[config.mk]
export PLATFORM = sky130hd
export DESIGN_NAME = control_pipe_flat
export DESIGN_NICKNAME = d
export VERILOG_FILES = /design/src/rtl/control_pipe_pkg.sv /design/src/rtl/control_pipe_if.sv /design/src/rtl/control_pipe_decode.sv /design/src/rtl/control_pipe.sv /design/src/flat_wrapper.sv
export SDC_FILE = /design/constraint.sdc
export NUM_CORES = 1
export LEC_CHECK = 0
export BUFFER_PORTS_ARGS = -buffer_cell sky130_fd_sc_hd__clkbuf_2
export CAP_MARGIN = 20
export CORE_MARGIN = 4
export CORE_UTILIZATION = 47
export DETAILED_ROUTE_END_ITERATION = 8
export PLACE_DENSITY = 0.9
export SLEW_MARGIN = 10
export SYNTH_ARGS = -nofsm -noshare
export SYNTH_HDL_FRONTEND = slang
export SYNTH_SLANG_ARGS = --single-unit
[constraint.sdc]
create_clock -name clk -period 2.65 [get_ports clk]
set_clock_uncertainty 0.1 [all_clocks]
set_input_delay 0.3975 -clock clk [delete_from_list [all_inputs] [get_ports clk]]
set_output_delay 0.3975 -clock clk [all_outputs]
set_load 0.02 [all_outputs]
[src/rtl/control_pipe_pkg.sv]
`default_nettype none
// ============================================================================
//  Module      : control_pkg
//  Description : Opcode offsets, funct codes, control encodings, control-word
//                field positions and FSM states for the control pipe.
//  Revision    : 1.0  initial release
// ============================================================================
package control_pkg;

    localparam int c_op_r_ofs  = 0;
    localparam int c_op_lw_ofs = 1;
    localparam int c_op_sw_ofs = 2;

    localparam logic [5:0] c_fn_add = 6'd32;
    localparam logic [5:0] c_fn_sub = 6'd34;
    localparam logic [5:0] c_fn_and = 6'd36;
    localparam logic [5:0] c_fn_or  = 6'd37;
    localparam logic [5:0] c_fn_mul = 6'd50;

    localparam logic [16:0] c_ctrl_add = 17'h00400;
    localparam logic [16:0] c_ctrl_sub = 17'h02400;
    localparam logic [16:0] c_ctrl_and = 17'h04400;
    localparam logic [16:0] c_ctrl_or  = 17'h06400;
    localparam logic [16:0] c_ctrl_mul = 17'h00600;
    localparam logic [16:0] c_ctrl_lw  = 17'h10C00;
    localparam logic [16:0] c_ctrl_sw  = 17'h11800;

    localparam int c_rs_lsb = 27;
    localparam int c_rt_lsb = 22;
    localparam int c_rd_lsb = 17;

    typedef enum logic [0:0] {
        ST_PASS   = 1'b0,
        ST_BUBBLE = 1'b1
    } state_t;

    function automatic logic [31:0] pack_word(input logic [4:0] rs, input logic [4:0] rt,
                                              input logic [4:0] rd, input logic [16:0] ctrl);
        return (32'(rs) << c_rs_lsb) | (32'(rt) << c_rt_lsb) |
               (32'(rd) << c_rd_lsb) | 32'(ctrl);
    endfunction

endpackage
`default_nettype wire

[src/rtl/control_pipe_if.sv]
`default_nettype none
// ============================================================================
//  Module      : control_pipe_if
//  Description : Instruction-in / control-word-out handshake bundle plus flush.
//  Revision    : 1.0  initial release
// ============================================================================
interface control_pipe_if;
    logic        flush;
    logic        in_valid;
    logic        in_ready;
    logic [31:0] instruction;
    logic        out_valid;
    logic        out_ready;
    logic [31:0] control_out;

    modport master (
        output flush, in_valid, instruction, out_ready,
        input  in_ready, out_valid, control_out
    );

    modport slave (
        input  flush, in_valid, instruction, out_ready,
        output in_ready, out_valid, control_out
    );
endinterface
`default_nettype wire

[src/rtl/control_pipe_decode.sv]
`default_nettype none
// ============================================================================
//  Module      : control_decode
//  Description : Combinational instruction decoder: control word plus the
//                source-use and load-destination flags needed for hazards.
//  Revision    : 1.0  initial release
// ============================================================================
module control_decode
    import control_pkg::*;
#(
    parameter int GROUP = 9
) (
    input  wire logic [31:0] i_instruction,
    output logic      [31:0] o_word,
    output logic      [4:0]  o_rs,
    output logic      [4:0]  o_rt,
    output logic      [4:0]  o_dest,
    output logic             o_uses_rs,
    output logic             o_uses_rt,
    output logic             o_is_lw
);

    localparam logic [5:0] c_op_r  = 6'(GROUP + c_op_r_ofs);
    localparam logic [5:0] c_op_lw = 6'(GROUP + c_op_lw_ofs);
    localparam logic [5:0] c_op_sw = 6'(GROUP + c_op_sw_ofs);

    logic [5:0] w_op;
    logic [4:0] w_rd;
    logic [5:0] w_funct;
    logic       w_unused_bits;

    assign w_op          = i_instruction[31:26];
    assign o_rs          = i_instruction[25:21];
    assign o_rt          = i_instruction[20:16];
    assign w_rd          = i_instruction[15:11];
    assign w_funct       = i_instruction[5:0];
    assign w_unused_bits = ^i_instruction[10:6];

    always_comb begin
        o_word    = '0;
        o_dest    = '0;
        o_uses_rs = 1'b0;
        o_uses_rt = 1'b0;
        o_is_lw   = 1'b0;
        if (w_op == c_op_r) begin
            o_uses_rs = 1'b1;
            o_uses_rt = 1'b1;
            case (w_funct)
                c_fn_add: o_word = pack_word(o_rs, o_rt, w_rd, c_ctrl_add);
                c_fn_sub: o_word = pack_word(o_rs, o_rt, w_rd, c_ctrl_sub);
                c_fn_and: o_word = pack_word(o_rs, o_rt, w_rd, c_ctrl_and);
                c_fn_or:  o_word = pack_word(o_rs, o_rt, w_rd, c_ctrl_or);
                c_fn_mul: o_word = pack_word(o_rs, o_rt, w_rd, c_ctrl_mul);
                default:  o_word = '0;
            endcase
        end else if (w_op == c_op_lw) begin
            // Load destination lives in the rt field and is moved to rd.
            o_uses_rs = 1'b1;
            o_is_lw   = 1'b1;
            o_dest    = o_rt;
            o_word    = pack_word(o_rs, 5'd0, o_rt, c_ctrl_lw);
        end else if (w_op == c_op_sw) begin
            o_uses_rs = 1'b1;
            o_uses_rt = 1'b1;
            o_word    = pack_word(o_rs, o_rt, 5'd0, c_ctrl_sw);
        end
    end

endmodule
`default_nettype wire

[src/rtl/control_pipe.sv]
`default_nettype none
// ============================================================================
//  Module      : control_pipe
//  Description : Registered instruction decoder with valid/ready output and
//                load-use bubble insertion. Optional perf counters are built
//                when CONTROL_PIPE_PERF_EN is defined.
//  Revision    : 1.0  initial release
// ============================================================================
module control_pipe
    import control_pkg::*;
#(
    parameter int GROUP            = 9,
    parameter int LOAD_USE_BUBBLES = 1,
    parameter int CNT_W            = 32
) (
    input  wire logic        clk,
    input  wire logic        rst,
    control_pipe_if.slave    bus
`ifdef CONTROL_PIPE_PERF_EN
    ,
    output logic [CNT_W-1:0] perf_instr_cnt,
    output logic [CNT_W-1:0] perf_bubble_cnt
`endif
);

    localparam logic       c_detect_on = (LOAD_USE_BUBBLES > 0);
    localparam logic [1:0] c_cnt_init  = 2'(LOAD_USE_BUBBLES - 1);

    logic [31:0] w_dec_word;
    logic [4:0]  w_rs;
    logic [4:0]  w_rt;
    logic [4:0]  w_dest;
    logic        w_uses_rs;
    logic        w_uses_rt;
    logic        w_is_lw;

    state_t      r_state;
    state_t      w_state_nxt;
    logic [1:0]  r_cnt;
    logic [1:0]  w_cnt_nxt;
    logic        r_out_valid;
    logic [31:0] r_control_out;
    logic [4:0]  r_tag;
    logic        r_tag_vld;

    logic        w_free;
    logic        w_hazard;
    logic        w_accept;
    logic        w_bubble;

    control_decode #(.GROUP(GROUP)) u_decode (
        .i_instruction (bus.instruction),
        .o_word        (w_dec_word),
        .o_rs          (w_rs),
        .o_rt          (w_rt),
        .o_dest        (w_dest),
        .o_uses_rs     (w_uses_rs),
        .o_uses_rt     (w_uses_rt),
        .o_is_lw       (w_is_lw)
    );

    // The tag is only ever armed with a non-zero register, so r0 never matches.
    assign w_free   = !r_out_valid || bus.out_ready;
    assign w_hazard = c_detect_on && r_tag_vld && bus.in_valid &&
                      ((w_uses_rs && (w_rs == r_tag)) || (w_uses_rt && (w_rt == r_tag)));
    assign bus.in_ready    = w_free && (r_state == ST_PASS) && !w_hazard;
    assign w_accept        = bus.in_valid && bus.in_ready;
    assign bus.out_valid   = r_out_valid;
    assign bus.control_out = r_control_out;

    always_comb begin
        w_state_nxt = r_state;
        w_cnt_nxt   = r_cnt;
        w_bubble    = 1'b0;
        case (r_state)
            ST_PASS: begin
                if (w_free && w_hazard) begin
                    w_bubble  = 1'b1;
                    w_cnt_nxt = c_cnt_init;
                    if (c_cnt_init != 2'd0) w_state_nxt = ST_BUBBLE;
                end
            end
            ST_BUBBLE: begin
                if (w_free) begin
                    w_bubble  = 1'b1;
                    w_cnt_nxt = r_cnt - 2'd1;
                    if (r_cnt == 2'd1) w_state_nxt = ST_PASS;
                end
            end
            default: w_state_nxt = ST_PASS;
        endcase
    end

    always_ff @(posedge clk) begin
        if (rst || bus.flush) begin
            r_state       <= ST_PASS;
            r_cnt         <= 2'd0;
            r_out_valid   <= 1'b0;
            r_control_out <= '0;
            r_tag         <= '0;
            r_tag_vld     <= 1'b0;
        end else begin
            r_state <= w_state_nxt;
            r_cnt   <= w_cnt_nxt;
            if (w_free) begin
                r_out_valid <= w_accept || w_bubble;
                if (w_bubble)      r_control_out <= '0;
                else if (w_accept) r_control_out <= w_dec_word;
            end
            if (w_bubble) begin
                r_tag_vld <= 1'b0;
            end else if (w_accept) begin
                r_tag_vld <= w_is_lw && (w_dest != 5'd0);
                r_tag     <= w_dest;
            end
        end
    end

`ifdef CONTROL_PIPE_PERF_EN
    // Counters survive flush; only reset clears them.
    always_ff @(posedge clk) begin
        if (rst) begin
            perf_instr_cnt  <= '0;
            perf_bubble_cnt <= '0;
        end else begin
            if (w_accept && !bus.flush) perf_instr_cnt  <= perf_instr_cnt + 1'b1;
            if (w_bubble && !bus.flush) perf_bubble_cnt <= perf_bubble_cnt + 1'b1;
        end
    end
`else
    localparam int c_unused_cnt_w = CNT_W;
`endif

endmodule
`default_nettype wire

[src/flat_wrapper.sv]
// flat-port wrapper written by rule: the top's interface ports become plain ports
module control_pipe_flat import control_pkg::*;
#(
    parameter int GROUP            = 9,
    parameter int LOAD_USE_BUBBLES = 1,
    parameter int CNT_W            = 32
)
  (clk, rst, bus_flush, bus_in_valid, bus_instruction, bus_out_ready, bus_in_ready, bus_out_valid, bus_control_out);
  control_pipe_if bus_i ();
  input  wire logic clk;
  input  wire logic rst;
  input wire logic [$bits(bus_i.flush)-1:0] bus_flush;
  input wire logic [$bits(bus_i.in_valid)-1:0] bus_in_valid;
  input wire logic [$bits(bus_i.instruction)-1:0] bus_instruction;
  input wire logic [$bits(bus_i.out_ready)-1:0] bus_out_ready;
  output wire logic [$bits(bus_i.in_ready)-1:0] bus_in_ready;
  output wire logic [$bits(bus_i.out_valid)-1:0] bus_out_valid;
  output wire logic [$bits(bus_i.control_out)-1:0] bus_control_out;
  assign bus_i.flush = bus_flush;
  assign bus_i.in_valid = bus_in_valid;
  assign bus_i.instruction = bus_instruction;
  assign bus_i.out_ready = bus_out_ready;
  assign bus_in_ready = bus_i.in_ready;
  assign bus_out_valid = bus_i.out_valid;
  assign bus_control_out = bus_i.control_out;
  control_pipe #(.GROUP(GROUP), .LOAD_USE_BUBBLES(LOAD_USE_BUBBLES), .CNT_W(CNT_W)) u_core (.clk(clk), .rst(rst), .bus(bus_i));
endmodule
==> impl_metrics.env, run 1 <==
export IMPL_status="completed"
export IMPL_grt_pass1_vias=1478
export IMPL_worst_pin_slew_ns=0.583
export IMPL_synth_edf_count=0
export IMPL_final_setup_tns_ns=0
export IMPL_place_area_sq_mm=0.00194
export IMPL_globalplace_congestion=0.856
export IMPL_period_needed_ns=2.48
export IMPL_totalWireLength_microns=4050
export IMPL_first_pass_iters=4
export IMPL_clk_path_buf_depth=2
export IMPL_crit_path_max_fanout=3
export IMPL_r2r_slack_ns=0.70
export IMPL_post_drt_wl_per_cell_microns=13.8
export IMPL_antenna_found_initial=0
export IMPL_cp_start_kind="flip-flop"
export IMPL_final_hold_violation_count=0
export IMPL_rows=21
export IMPL_cts_repair_resized=0
export IMPL_arrival_ns=1.99
export IMPL_synthXorXnorAreaFrac_pct=5.16
export IMPL_synth_seq_area_share_pct=36.6
export IMPL_synth_avg_cell_area_sq_um=8.79
export IMPL_grt_max_degree=22
export IMPL_cts_made_buffers=5
export IMPL_num_antenna_cells=0
export IMPL_cts_htree_levels=2
export IMPL_max_freq_mhz=403
export IMPL_synth_cell_types=47
export IMPL_multiInputGateArea_sq_um=930
export IMPL_n_fill_cell=327
export IMPL_ios=71
export IMPL_die_area_sq_mm=0.00463
export IMPL_ff_latch_area_sq_um=621
export IMPL_final_area_sq_mm=0.00200
export IMPL_synth_cells=193
export IMPL_slew_viol_final=0
export IMPL_worstHoldPathType="primary input to flip-flop"
export IMPL_crit_path_end_kind="primary output"
export IMPL_cts_tree="yes"
export IMPL_clock_latency_ns=0.34
export IMPL_first_iter_violations=76
export IMPL_initial_utilization_pct=49.7
export IMPL_path_class="flip-flop to primary output"
export IMPL_r2r_cells=6
export IMPL_leakage_nw=0.827
export IMPL_post_cts_buffers=0
export IMPL_syn2layout_area_growth_pct=18.1
export IMPL_core_region_area_sq_mm=0.00342
export IMPL_setup_violations=0
export IMPL_finalCritPeriodShare_pct=93.7
export IMPL_synth_adder_area_share_pct=0.737
export IMPL_syn_area_sq_mm=0.00170
export IMPL_root_buffer="clkbuf_4"
export IMPL_critPathRequiredTime_ns=2.15
export IMPL_drv_cap=0
export IMPL_die_h_microns=68.1
export IMPL_hold_depth=4
export IMPL_synth_compound_area_share_pct=22.9
export IMPL_async_reset_ff_share_pct=0
export IMPL_via_per_inst=5.38
export IMPL_hpwlAfterDp_microns=3190
export IMPL_grt_pass1_wl_microns=6730
export IMPL_die_w_microns=68.1
export IMPL_ir_drop_v=0.000260
export IMPL_powerDensity_mw_per_mm2=446
export IMPL_relSlewSlack_pct=60.8
export IMPL_drtAntennaViolNets=0
export IMPL_io_buffers=55
export IMPL_vias=1577
export IMPL_track_usage_pct=19.2
export IMPL_synthMuxAreaShare_pct=0.590
export IMPL_drive_gt1_share_pct=32.4
export IMPL_grt_overflow=0
export IMPL_drc_errors=0
export IMPL_nets=284
export IMPL_ctsHoldBuffers=0
export IMPL_synth_simple_area_share_pct=23.2
export IMPL_cts_sinks=31
export IMPL_ys_flop_type="dfxtp_1"
export IMPL_cts_clk_slew_worst_paths_ns=0.10
export IMPL_synth_top_family_by_area="simple AND/OR/NAND/NOR gates"
export IMPL_ys_warn_count=0
export IMPL_rsz0062_at_grt="no"
export IMPL_ys_ff_latch=31
placed cells by master (no fill, tap or decap), types with 6 or more instances in the layout:
cell	instances
nand4_1	13
a32o_1	6
clkbuf_2	55
buf_4	6
a21oi_1	19
a22o_1	7
conb_1	10
nand2_1	14
o21ai_0	7
nor2_1	15
dfxtp_1	31
cells in the mapped netlist, drive strengths merged (3+ instances only):
library cell,number,area share [%]
nor2b,4,1.5
a21oi,19,5.6
nor2,15,3.3
clkbuf,5,1.2
nand3,5,1.5
nand2,14,3.1
a32o,6,3.5
xor2,5,2.6
nand4,13,4.8
xnor2,5,2.6
dfxtp,31,37
nor4,3,1.1
a22o,7,3.6
nor3,4,1.5
buf,19,9.0
o21ai,8,2.6
routing by layer:
layer / track usage, % / share of wire, % / up-vias
li1: - / - / 802
met1: 24.1 / 44 / 705
met2: 30.4 / 45 / 60
met3: 6.57 / 8.7 / 10
met4: 6.45 / 1.7 / 0
met5: 0 / 0 / -
final cells by class:
cell class,instances,share of cell area [%]
clock buffers,8,3.43
multi-input cells,145,46.4
flip-flops and latches,31,31.0
repair buffers,61,16.0
inverters,2,0.375
well taps,46,2.87
per-stage QoR:
stage / setup slack (ns) / utilization (%) / hold WS [ns] / power [W] / cells
finish: 0.167 / 58.7 / 0.226 / 0.000895 / 293
global placement: 0.287 / 56.7 / 0.342 / 0.000592 / 285
floorplan: 0.406 / - / 0.350 / 0.000558 / 202
detailed placement: 0.267 / 56.7 / 0.344 / 0.000594 / 285
global route: 0.0162 / 58.7 / 0.235 / 0.000936 / 293
CTS: 0.135 / 58.7 / 0.226 / 0.000900 / 293
sequential cells by signal (all words and copies together) (netlist names):
register,flops
u_core.bus.control_out,21
u_core.bus.out_valid,1
u_core.r_cnt,2
u_core.r_state,1
u_core.r_tag,5
u_core.r_tag_vld,1
kinds of logic after synthesis:
kind of cell,after synthesis
other,1
multiplexers,1
XOR/XNOR,10
AND/OR/NAND/NOR,71
adder cells (fa/ha/maj),1
flip-flops,31
AO/OA/AOI/OAI,52
buffers and inverters,26
path summary, 6_finish.rpt:
kind,from,to
min,rst,u_core.r_state$_SDFF_PP0_
max reg2reg,u_core.r_tag[0]$_SDFFE_PP0P_,u_core.r_tag_vld$_SDFFE_PP0P_
max,u_core.r_tag[0]$_SDFFE_PP0P_,bus_in_ready
min reg2reg,u_core.bus.control_out[28]$_SDFFE_PP0P_,u_core.bus.control_out[28]$_SDFFE_PP0P_
report_power, final:
| part | total (W) | internal (W) | leakage [nW] | switching (W) |
|---|---|---|---|---|
| combinational | 0.000114 | 0.0000396 | 0.538 | 0.0000740 |
| clock | 0.000310 | 0.000156 | 0.0386 | 0.000154 |
| sequential | 0.000471 | 0.000469 | 0.250 | 0.00000197 |
worst max-delay path, stage by stage, from the launching register on:
cell	delay (ns)
dfxtp_1	0.34
xor2_1	0.16
nor4_1	0.55
o2bb2ai_2	0.19
nand2_1	0.09
and2_1	0.17
clkbuf_2	0.15
(Power assumes the default switching activity.)
==> run 2, diff against run 1 <==
Settings changed: PLACE_DENSITY 0.9 to 0.88.
==> run 2 against run 1 <==
  * Sequential cell count is the same
  * Power increased by 0.12%
  * Utilization unchanged
  * Largest cell class unchanged
  * Critical path type unchanged
  * Register-to-register slack hardly changed
  * Final cell count did not move
  * Die area unchanged
  * Worst setup slack improved by 0.018 ns
  * Highest routed layer unchanged
  * Clock power is essentially flat
==> impl_metrics.env, run 2 (synthesis results as in run 1) <==
export IMPL_initial_utilization_pct=49.7
export IMPL_crit_family="simple AND/OR/NAND/NOR gates"
export IMPL_globalplace_congestion=0.847
export IMPL_rows=21
export IMPL_drc_errors=0
export IMPL_r2r_start="u_core.r_tag[0]$_SDFFE_PP0P_"
export IMPL_crit_path_max_fanout=3
export IMPL_slowest_delay_ns=0.54
export IMPL_critPathRequiredTime_ns=2.15
export IMPL_finalCritPeriodShare_pct=93.0
export IMPL_layout_common_cells="clkbuf_2 (55), dfxtp_1 (31), a21oi_1 (19)"
export IMPL_setup_violations=0
export IMPL_core_region_area_sq_mm=0.00342
export IMPL_ctsHoldBuffers=0
export IMPL_multiInputGateArea_sq_um=930
export IMPL_cts_repair_resized=0
export IMPL_totalWireLength_microns=4120
export IMPL_vias=1619
export IMPL_period_needed_ns=2.46
export IMPL_num_antenna_cells=0
export IMPL_status="completed"
export IMPL_cts_clk_slew_worst_paths_ns=0.09
export IMPL_hold_ws_ns=0.239
export IMPL_worst_pin_slew_ns=0.574
export IMPL_grt_pass1_wl_microns=6550
export IMPL_relSlewSlack_pct=61.4
export IMPL_powerDensity_mw_per_mm2=447
export IMPL_nets=284
export IMPL_grt_max_degree=22
export IMPL_via_per_inst=5.53
export IMPL_first_iter_violations=134
export IMPL_die_w_microns=68.1
export IMPL_leakage_nw=0.827
export IMPL_hpwlAfterDp_microns=3200
export IMPL_layout_setup_ws_ns=0.185
export IMPL_ir_drop_v=0.000243
export IMPL_largest_reg_flops=21
export IMPL_max_freq_mhz=406
export IMPL_drtAntennaViolNets=0
export IMPL_drive_gt1_share_pct=32.4
export IMPL_clock_latency_ns=0.33
export IMPL_clk_path_buf_depth=2
export IMPL_crit_start="u_core.r_tag[0]$_SDFFE_PP0P_"
export IMPL_grt_overflow=0
export IMPL_first_pass_iters=4
export IMPL_crit_slowest_cell="nor4_1"
export IMPL_die_h_microns=68.1
export IMPL_cp_start_kind="flip-flop"
export IMPL_crit_buf_inv=1
export IMPL_syn2layout_area_growth_pct=18.1
export IMPL_crit_path_end_kind="primary output"
export IMPL_mostFrequentLayoutCell="clkbuf_2"
export IMPL_power_w=0.000896
export IMPL_post_cts_buffers=0
export IMPL_cts_sinks=31
export IMPL_grt_pass1_vias=1467
export IMPL_worstHoldPathType="primary input to flip-flop"
export IMPL_r2r_slack_ns=0.70
export IMPL_final_hold_violation_count=0
export IMPL_place_area_sq_mm=0.00194
export IMPL_antenna_found_initial=0
export IMPL_io_buffers=55
export IMPL_slew_viol_final=0
export IMPL_ff_latch_area_sq_um=621
export IMPL_final_area_sq_mm=0.00200
export IMPL_die_area_sq_mm=0.00463
export IMPL_rsz0062_at_grt="no"
export IMPL_root_buffer="clkbuf_4"
export IMPL_final_setup_tns_ns=0
export IMPL_n_fill_cell=328
export IMPL_place_ws_ns=0.280
export IMPL_ios=71
export IMPL_drv_cap=0
export IMPL_arrival_ns=1.97
export IMPL_post_drt_wl_per_cell_microns=14.0
export IMPL_track_usage_pct=18.5
export IMPL_cts_tree="yes"
export IMPL_path_cells="xor2_1 > nor4_1 > o2bb2ai_2 > nand2_1 > and2_1 > clkbuf_2"
export IMPL_cts_htree_levels=2
export IMPL_worstHoldStart="rst"
export IMPL_path_class="flip-flop to primary output"
export IMPL_cts_made_buffers=5
[run 2: cell counts in the layout (fill, tap and decap cells not counted)]
Identical to the previous run, type by type.
[run 2: final timing paths]
path,depth (start not counted),end
worst max register to register,6,u_core.r_tag_vld$_SDFFE_PP0P_
worst min register to register,2,u_core.bus.control_out[28]$_SDFFE_PP0P_
worst min-delay path,4,u_core.r_state$_SDFF_PP0_
worst max-delay path,6,bus_in_ready
[run 2: power breakdown]
group | switching, W | internal (W) | total [W]
Sequential | 0.00000209 | 0.000469 | 0.000471
Combinational | 0.0000751 | 0.0000396 | 0.000115
Clock | 0.000154 | 0.000156 | 0.000310
Total | 0.000231 | 0.000664 | 0.000896
[run 2: metal layers]
metal	vias to the layer above	GRT usage, %	part of all wire, %
li1	799	-	-
met2	77	28.9	45
met5	-	0	0
met4	0	5.71	1.5
met1	735	24.4	43
met3	8	5.58	10
[run 2: worst register-to-register path, stage by stage (launching register included)]
cell and delay, ns:
dfxtp_1 0.34, xor2_1 0.16, nor4_1 0.54, o2bb2ai_2 0.18, buf_4 0.20, o21ai_2 0.08, a221oi_2 0.26
[run 2: stage by stage]
stage,util (%),cells
global placement,56.7,285
floorplan,-,202
detailed placement,56.7,285
CTS,58.7,293
finish,58.7,293
global route,58.7,293
[run 2: final cells by class]
class	instances	share of cell area [%]
clock buffer	8	3.43
inverter	2	0.375
multi-input combinational	145	46.4
sequential	31	31.0
tap	46	2.87
timing repair buffer	61	16.0
